--- src/rtl/lsu_pkg.sv ---
// Shared definitions for the load/store unit: FSM state encoding,
// access-size encodings and completion error codes.
package lsu_pkg;

   typedef enum logic [1:0] {
      ST_IDLE = 2'd0,
      ST_REQ  = 2'd1,
      ST_RESP = 2'd2
   } state_t;

   // Access size (hb) encodings
   localparam logic [1:0] HB_BYTE = 2'b00;
   localparam logic [1:0] HB_HALF = 2'b01;
   localparam logic [1:0] HB_WORD = 2'b10;
   localparam logic [1:0] HB_ILL  = 2'b11;

   // Completion error codes
   localparam logic [1:0] ERR_NONE     = 2'b00;
   localparam logic [1:0] ERR_MISALIGN = 2'b01;
   localparam logic [1:0] ERR_RANGE    = 2'b10;
   localparam logic [1:0] ERR_TIMEOUT  = 2'b11;

endpackage

--- src/rtl/lsu_align_check.sv ---
// Request fault classifier (purely combinational).
// Ports:
//   hb      in   2   access size
//   addr    in   32  byte address
//   fault_c out  1   request must not reach the RAM
//   code_c  out  2   ERR_RANGE for bad size/out of window, else ERR_MISALIGN
module lsu_align_check
   import lsu_pkg::*;
#(
   parameter logic [31:0] RAM_BASE  = 32'h0000_0000,
   parameter int unsigned RAM_BYTES = 1024
)(
   input  logic [1:0]  hb,
   input  logic [31:0] addr,
   output logic        fault_c,
   output logic [1:0]  code_c
);

   logic [32:0] diff;
   logic        in_range;

   // Range/illegal size outranks misalignment
   always_comb begin
      diff     = {1'b0, addr} - {1'b0, RAM_BASE};
      in_range = !diff[32] && (diff[31:0] < 32'(RAM_BYTES));
      fault_c  = 1'b0;
      code_c   = ERR_NONE;
      if (hb == HB_ILL || !in_range) begin
         fault_c = 1'b1;
         code_c  = ERR_RANGE;
      end else if ((hb == HB_HALF && addr[0]) ||
                   (hb == HB_WORD && addr[1:0] != 2'b00)) begin
         fault_c = 1'b1;
         code_c  = ERR_MISALIGN;
      end
   end

endmodule

--- src/rtl/load_store_unit.sv ---
// Load/store bus master between the memory stage and a byte-lane data RAM.
// One transaction outstanding; bus fields held stable until grant.
// Optional feature: define LSU_TIMEOUT_EN to abort a REQ that sees no grant
// for TIMEOUT cycles (err_code 11).
// Ports:
//   clk_i, rst_i (sync, active high)
//   valid_i/ready_o, we_i, hb_i, uload_i, addr_i, wdata_i : core request
//   done_o, rdata_o, err_o, err_code_o                   : completion
//   ce_o, req_o, gnt_i, addr_o, wdata_o, we_o, uload_o,
//   hb_o, rdata_i                                         : RAM bus
module load_store_unit
   import lsu_pkg::*;
#(
   parameter logic [31:0] RAM_BASE  = 32'h0000_0000,
   parameter int unsigned RAM_BYTES = 1024,
   parameter int unsigned TIMEOUT   = 15
)(
   input  logic        clk_i,
   input  logic        rst_i,
   input  logic        valid_i,
   output logic        ready_o,
   input  logic        we_i,
   input  logic [1:0]  hb_i,
   input  logic        uload_i,
   input  logic [31:0] addr_i,
   input  logic [31:0] wdata_i,
   output logic        done_o,
   output logic [31:0] rdata_o,
   output logic        err_o,
   output logic [1:0]  err_code_o,
   output logic        ce_o,
   output logic        req_o,
   input  logic        gnt_i,
   output logic [31:0] addr_o,
   output logic [31:0] wdata_o,
   output logic        we_o,
   output logic        uload_o,
   output logic [1:0]  hb_o,
   input  logic [31:0] rdata_i
);

   state_t     state;
   logic       fault_c;
   logic [1:0] code_c;

   // Classify the incoming request; the result is registered at accept
   lsu_align_check #(
      .RAM_BASE  (RAM_BASE),
      .RAM_BYTES (RAM_BYTES)
   ) u_align_check (
      .hb      (hb_i),
      .addr    (addr_i),
      .fault_c (fault_c),
      .code_c  (code_c)
   );

`ifdef LSU_TIMEOUT_EN
   localparam int unsigned     CNT_W   = 4;
   localparam logic [CNT_W-1:0] TO_LAST = CNT_W'(TIMEOUT - 1);
   logic [CNT_W-1:0] to_cnt;
`endif

   // FSM with request, bus and response registers
   always_ff @(posedge clk_i) begin
      if (rst_i) begin
         state      <= ST_IDLE;
         ready_o    <= 1'b1;
         done_o     <= 1'b0;
         rdata_o    <= 32'h0;
         err_o      <= 1'b0;
         err_code_o <= ERR_NONE;
         ce_o       <= 1'b0;
         req_o      <= 1'b0;
         addr_o     <= 32'h0;
         wdata_o    <= 32'h0;
         we_o       <= 1'b0;
         uload_o    <= 1'b0;
         hb_o       <= 2'b00;
`ifdef LSU_TIMEOUT_EN
         to_cnt     <= '0;
`endif
      end else begin
         done_o <= 1'b0;
         case (state)
            ST_IDLE: begin
               if (valid_i && ready_o) begin
                  ready_o <= 1'b0;
                  we_o    <= we_i;
                  hb_o    <= hb_i;
                  uload_o <= uload_i;
                  addr_o  <= addr_i - RAM_BASE;
                  wdata_o <= wdata_i;
                  if (fault_c) begin
                     // Faulted request never touches the bus
                     state      <= ST_RESP;
                     done_o     <= 1'b1;
                     err_o      <= 1'b1;
                     err_code_o <= code_c;
                  end else begin
                     state <= ST_REQ;
                     req_o <= 1'b1;
                     ce_o  <= 1'b1;
`ifdef LSU_TIMEOUT_EN
                     to_cnt <= '0;
`endif
                  end
               end
            end
            ST_REQ: begin
               if (gnt_i) begin
                  req_o      <= 1'b0;
                  ce_o       <= 1'b0;
                  state      <= ST_RESP;
                  done_o     <= 1'b1;
                  err_o      <= 1'b0;
                  err_code_o <= ERR_NONE;
                  if (!we_o) begin
                     rdata_o <= rdata_i;
                  end
               end
`ifdef LSU_TIMEOUT_EN
               else if (to_cnt == TO_LAST) begin
                  req_o      <= 1'b0;
                  ce_o       <= 1'b0;
                  state      <= ST_RESP;
                  done_o     <= 1'b1;
                  err_o      <= 1'b1;
                  err_code_o <= ERR_TIMEOUT;
               end else begin
                  to_cnt <= to_cnt + CNT_W'(1);
               end
`endif
            end
            ST_RESP: begin
               // Holding ready low here lets a stale RAM grant drain
               state   <= ST_IDLE;
               ready_o <= 1'b1;
            end
            default: begin
               state   <= ST_IDLE;
               ready_o <= 1'b1;
               req_o   <= 1'b0;
               ce_o    <= 1'b0;
            end
         endcase
      end
   end

endmodule
--- config.mk ---
export PLATFORM = sky130hd
export DESIGN_NAME = load_store_unit
export DESIGN_NICKNAME = d
export VERILOG_FILES = /design/src/rtl/lsu_pkg.sv /design/src/rtl/lsu_align_check.sv /design/src/rtl/load_store_unit.sv
export SDC_FILE = /design/constraint.sdc
export NUM_CORES = 1
export LEC_CHECK = 0
export ABC_CLOCK_PERIOD_IN_PS = 2050
export CAP_MARGIN = 15
export CORE_MARGIN = 3
export CORE_UTILIZATION = 39
export DETAILED_ROUTE_END_ITERATION = 8
export HOLD_SLACK_MARGIN = 0.03
export PLACE_DENSITY = 0.88
export SETUP_SLACK_MARGIN = 0.02
export SLEW_MARGIN = 20
export SYNTH_ARGS = -nofsm -noshare
export SYNTH_HDL_FRONTEND = slang
export SYNTH_HIERARCHICAL = 1
export SYNTH_SLANG_ARGS = --single-unit
--- constraint.sdc ---
create_clock -name clk_i -period 2.05 [get_ports clk_i]
set_clock_uncertainty 0.05 [all_clocks]
set_input_delay 0.3075 -clock clk_i [delete_from_list [all_inputs] [get_ports clk_i]]
set_output_delay 0.3075 -clock clk_i [all_outputs]
set_load 0.03 [all_outputs]
==> key figures <==
Clocking
  – Root Driver: clkbuf_8
  – Clk Latency, worst-skew pair: 340 ps
  – Number of buffers created by CTS: 9
  – CTS clock-pin slew for the worst setup and hold paths: 110 ps
  – CTS Buffer Depth: 2
  – CTS H-tree lvls: 3
  – Post-CTS Hold Buffers: 0
  – Clk sinks: 108
  – CTS tree: built

Floorplanning
  – Die W: approximately 110 µm
  – Starting Density: 41.11%
  – # rows: 35
  – Core outline area: 0.009503 mm²
  – Die extent in y: 106.1 µm
  – Die Area: 0.01125 mm²
  – I/O pins: about 210

Placement
  – Post-DP HPWL: 9100 µm
  – Placed Cells: 800
  – PortBufs: 210
  – Routability cong.: 0.7590

Drt
  – DR WL/cell: 14.70 µm
  – Routed vias: 4018
  – Initial DRC count: about 140
  – Antenna viol nets, final: 0
  – Final wirelength: 12000 µm
  – DRC: 0
  – Initial DRT Pass Iterations: 4
  – DR vias/cell: 4.924

GRT
  – Grt met2 use: 38.75%
  – Grt peak-use layer: met2
  – First-pass GRT wire length: 18740 µm
  – Antenna violations before repair: 0
  – Largest net degree at the start of global routing: 55
  – Vias in the first global route: 3965
  – Total GRT Usage: between 20 and 25%
  – Met3 Use GR: under 10%
  – Met1 GRT Util: 21.60%
  – Total grt overflow: 0

Pwr
  – Clock Power Share: 29.6%
  – NetSw: 1.239 mW
  – Comb pwr share: between 20% and 30%
  – Max VDD drop: 0.4765 mV
  – Pwr dens: 702.4 mW/mm²
  – Final Power: 4.485 mW
  – Seq pwr share: 50.2%
  – Internal Pwr Total: 3.246 mW
  – Sw Share: 27.63%
  – Static leakage: 2.254 nW

Timing
  – Relative slew margins: between 60% and 70%
  – RSZ-0062 raised after global routing: no
  – Final Cycle Share: 95.50%
  – FMAX: 510.8 MHz
  – Worst-Margin Slew: 492.8 ps
  – Crit path time final: 1958 ps
  – Fin. Hold Viols: 0
  – Final number of setup-violating endpoints: 0
  – Max-slew violations: 0

Synthesis
  – Async SR Flop Fraction: 0%
  – Area contributors post-synth: dfxtp_1 55%, nand2_1 20%, a21oi_1 13%
  – Largest area contributor in the netlist: dfxtp_1
  – Leading cell types by count after synthesis: 205 x nand2_1, 108 x dfxtp_1, 101 x a21oi_1
  – Synth top area share: 55.35%
  – Post-synthesis sequential area ratio: 55.35%
  – Number of enable flip-flop cells after synthesis: 0
  – Netlist Area Pre-Place: 0.003906 mm²
  – Syn Inst Count: 484
  – Most common cell in the netlist: nand2_1
  – Yosys Warn Count: 6
  – Synth cell types: 29
  – Top FF cell, synth: dfxtp_1
  – Syn_nets: a little under 600
  – Syn Area/Cell: 8.071 µm²
  – Register bit total from synthesis: 108

Critical path
  – Crit path max-delay family: simple AND/OR/NAND/NOR gates
  – CP Capture Type: flop
  – WP data required: ~2300 ps
  – Crit-path slowest cell: or4_4
  – Crit path largest cell delay: 550 ps
  – Crit path buf inv count: 2
  – Critical path type: in -> reg
  – CP Max Fanout: 3
  – Crit start category: primary input
  – Crit path DAT: 2190 ps
  – Critical path cell sequence: clkdlybuf4s50_1 -> or4_4 -> a2111oi_4 -> nand3_1 -> nand4b_1 -> buf_4 -> a21oi_1 -> o2bb2ai_1

Finish
  – Area grow syn2layout: 63.45%
  – Net count, final: slightly below 800
  – Layout cell share with drive strength beyond 1: 5.677%
  – Fillers: 772
  – Post-Layout Cell Count: 816
  – # diodes: 0
  – Util after Layout: 67.19%

Job
  – Total of max-cap violations: 0

Min path
  – Worst hold path type: in -> reg

Outcome
  – Status: completed
==> cell usage in the layout, fill, tap and decap left out, types with 2 or more instances in the layout <==
cell,n
clkdlybuf4s50_1,209
clkinv_4,2
nand2_1,205
a211oi_1,2
dfxtp_1,108
nor2_1,3
o2bb2ai_1,2
buf_12,5
nor4_1,4
clkbuf_8,10
buf_4,11
a21oi_1,101
nor4bb_4,2
inv_1,2
inv_6,2
==> metrics by stage <==
step / setup slack (ps) / instance area, µm² / hold slack (ps) / setup TNS [ps]
final: 92.32 / 6385 / 308.6 / 0
after global routing: 23.65 / 6385 / 302.9 / 0
after CTS: 81.26 / 6385 / 293.1 / 0
after detailed placement: -287.8 / 6177 / 395.7 / -1457
after global placement: -220.1 / 6177 / 391.4 / -1057
after floorplan: 214.3 / 3906 / 393.5 / 0
==> power groups by stage <==
stage	combinational [mW]	sequential (mW)	clock [mW]
2_1_floorplan	0.235	2.48	0
3_3_place_gp	0.892	2.30	0
3_5_place_dp	0.909	2.30	0
4_1_cts	0.913	2.25	1.38
5_1_grt	0.962	2.27	1.45
6_report	0.904	2.25	1.33
==> state kept, by name (all words and copies together) (netlist names), 2 cells and up <==
register and flops:
err_code_o 2, hb_o 2, wdata_o 32, rdata_o 32
state 2, addr_o 32
==> layout make-up <==
cell class / instances / area [µm²] / share of cell area (%)
Timing Repair Buffer: 225 / 2275 / 35.63
Sequential cell: 108 / 2162 / 33.86
Multi-Input combinational cell: 336 / 1572 / 24.61
Tap cell: 129 / 161.4 / 2.528
Clock buffer: 10 / 137.6 / 2.156
Clock inverter: 6 / 70.07 / 1.097
Inverter: 2 / 7.507 / 0.1176
==> path summary, 6_finish.rpt <==
kind | depth (start not counted) | slack [ps] | from | end
worst max-delay path | 8 | 90 | addr_i[31] | err_code_o[0]
worst max register to register | 4 | 420 | state[1] | rdata_o[18]
worst min-delay path | 2 | 310 | rst_i | wdata_o[14]
worst min register to register | 2 | 410 | addr_o[0] | addr_o[0]
==> logic make-up after synthesis <==
family	count (synthesis)	synth area share, %
and+or+nand+nor	223	23.13
AOI/OAI and AO/OA	112	15.63
DFF	108	55.35
buffers and inverters	40	5.606
muxes	1	0.2883
==> metal layers <==
layer | up-vias | routed length, µm
li1 | 1973 | -
met1 | 1873 | 4650
met2 | 150 | 6273
met3 | 22 | 799
met4 | 0 | 275
met5 | - | 0
==> repair_timing <==
item,in CTS,in global routing
setup endpoints to repair,0,3
hold endpoints to repair,0,0
setup buffers,0,0
gates resized for setup,0,0
Note: power is estimated with default switching activity, not from simulation.
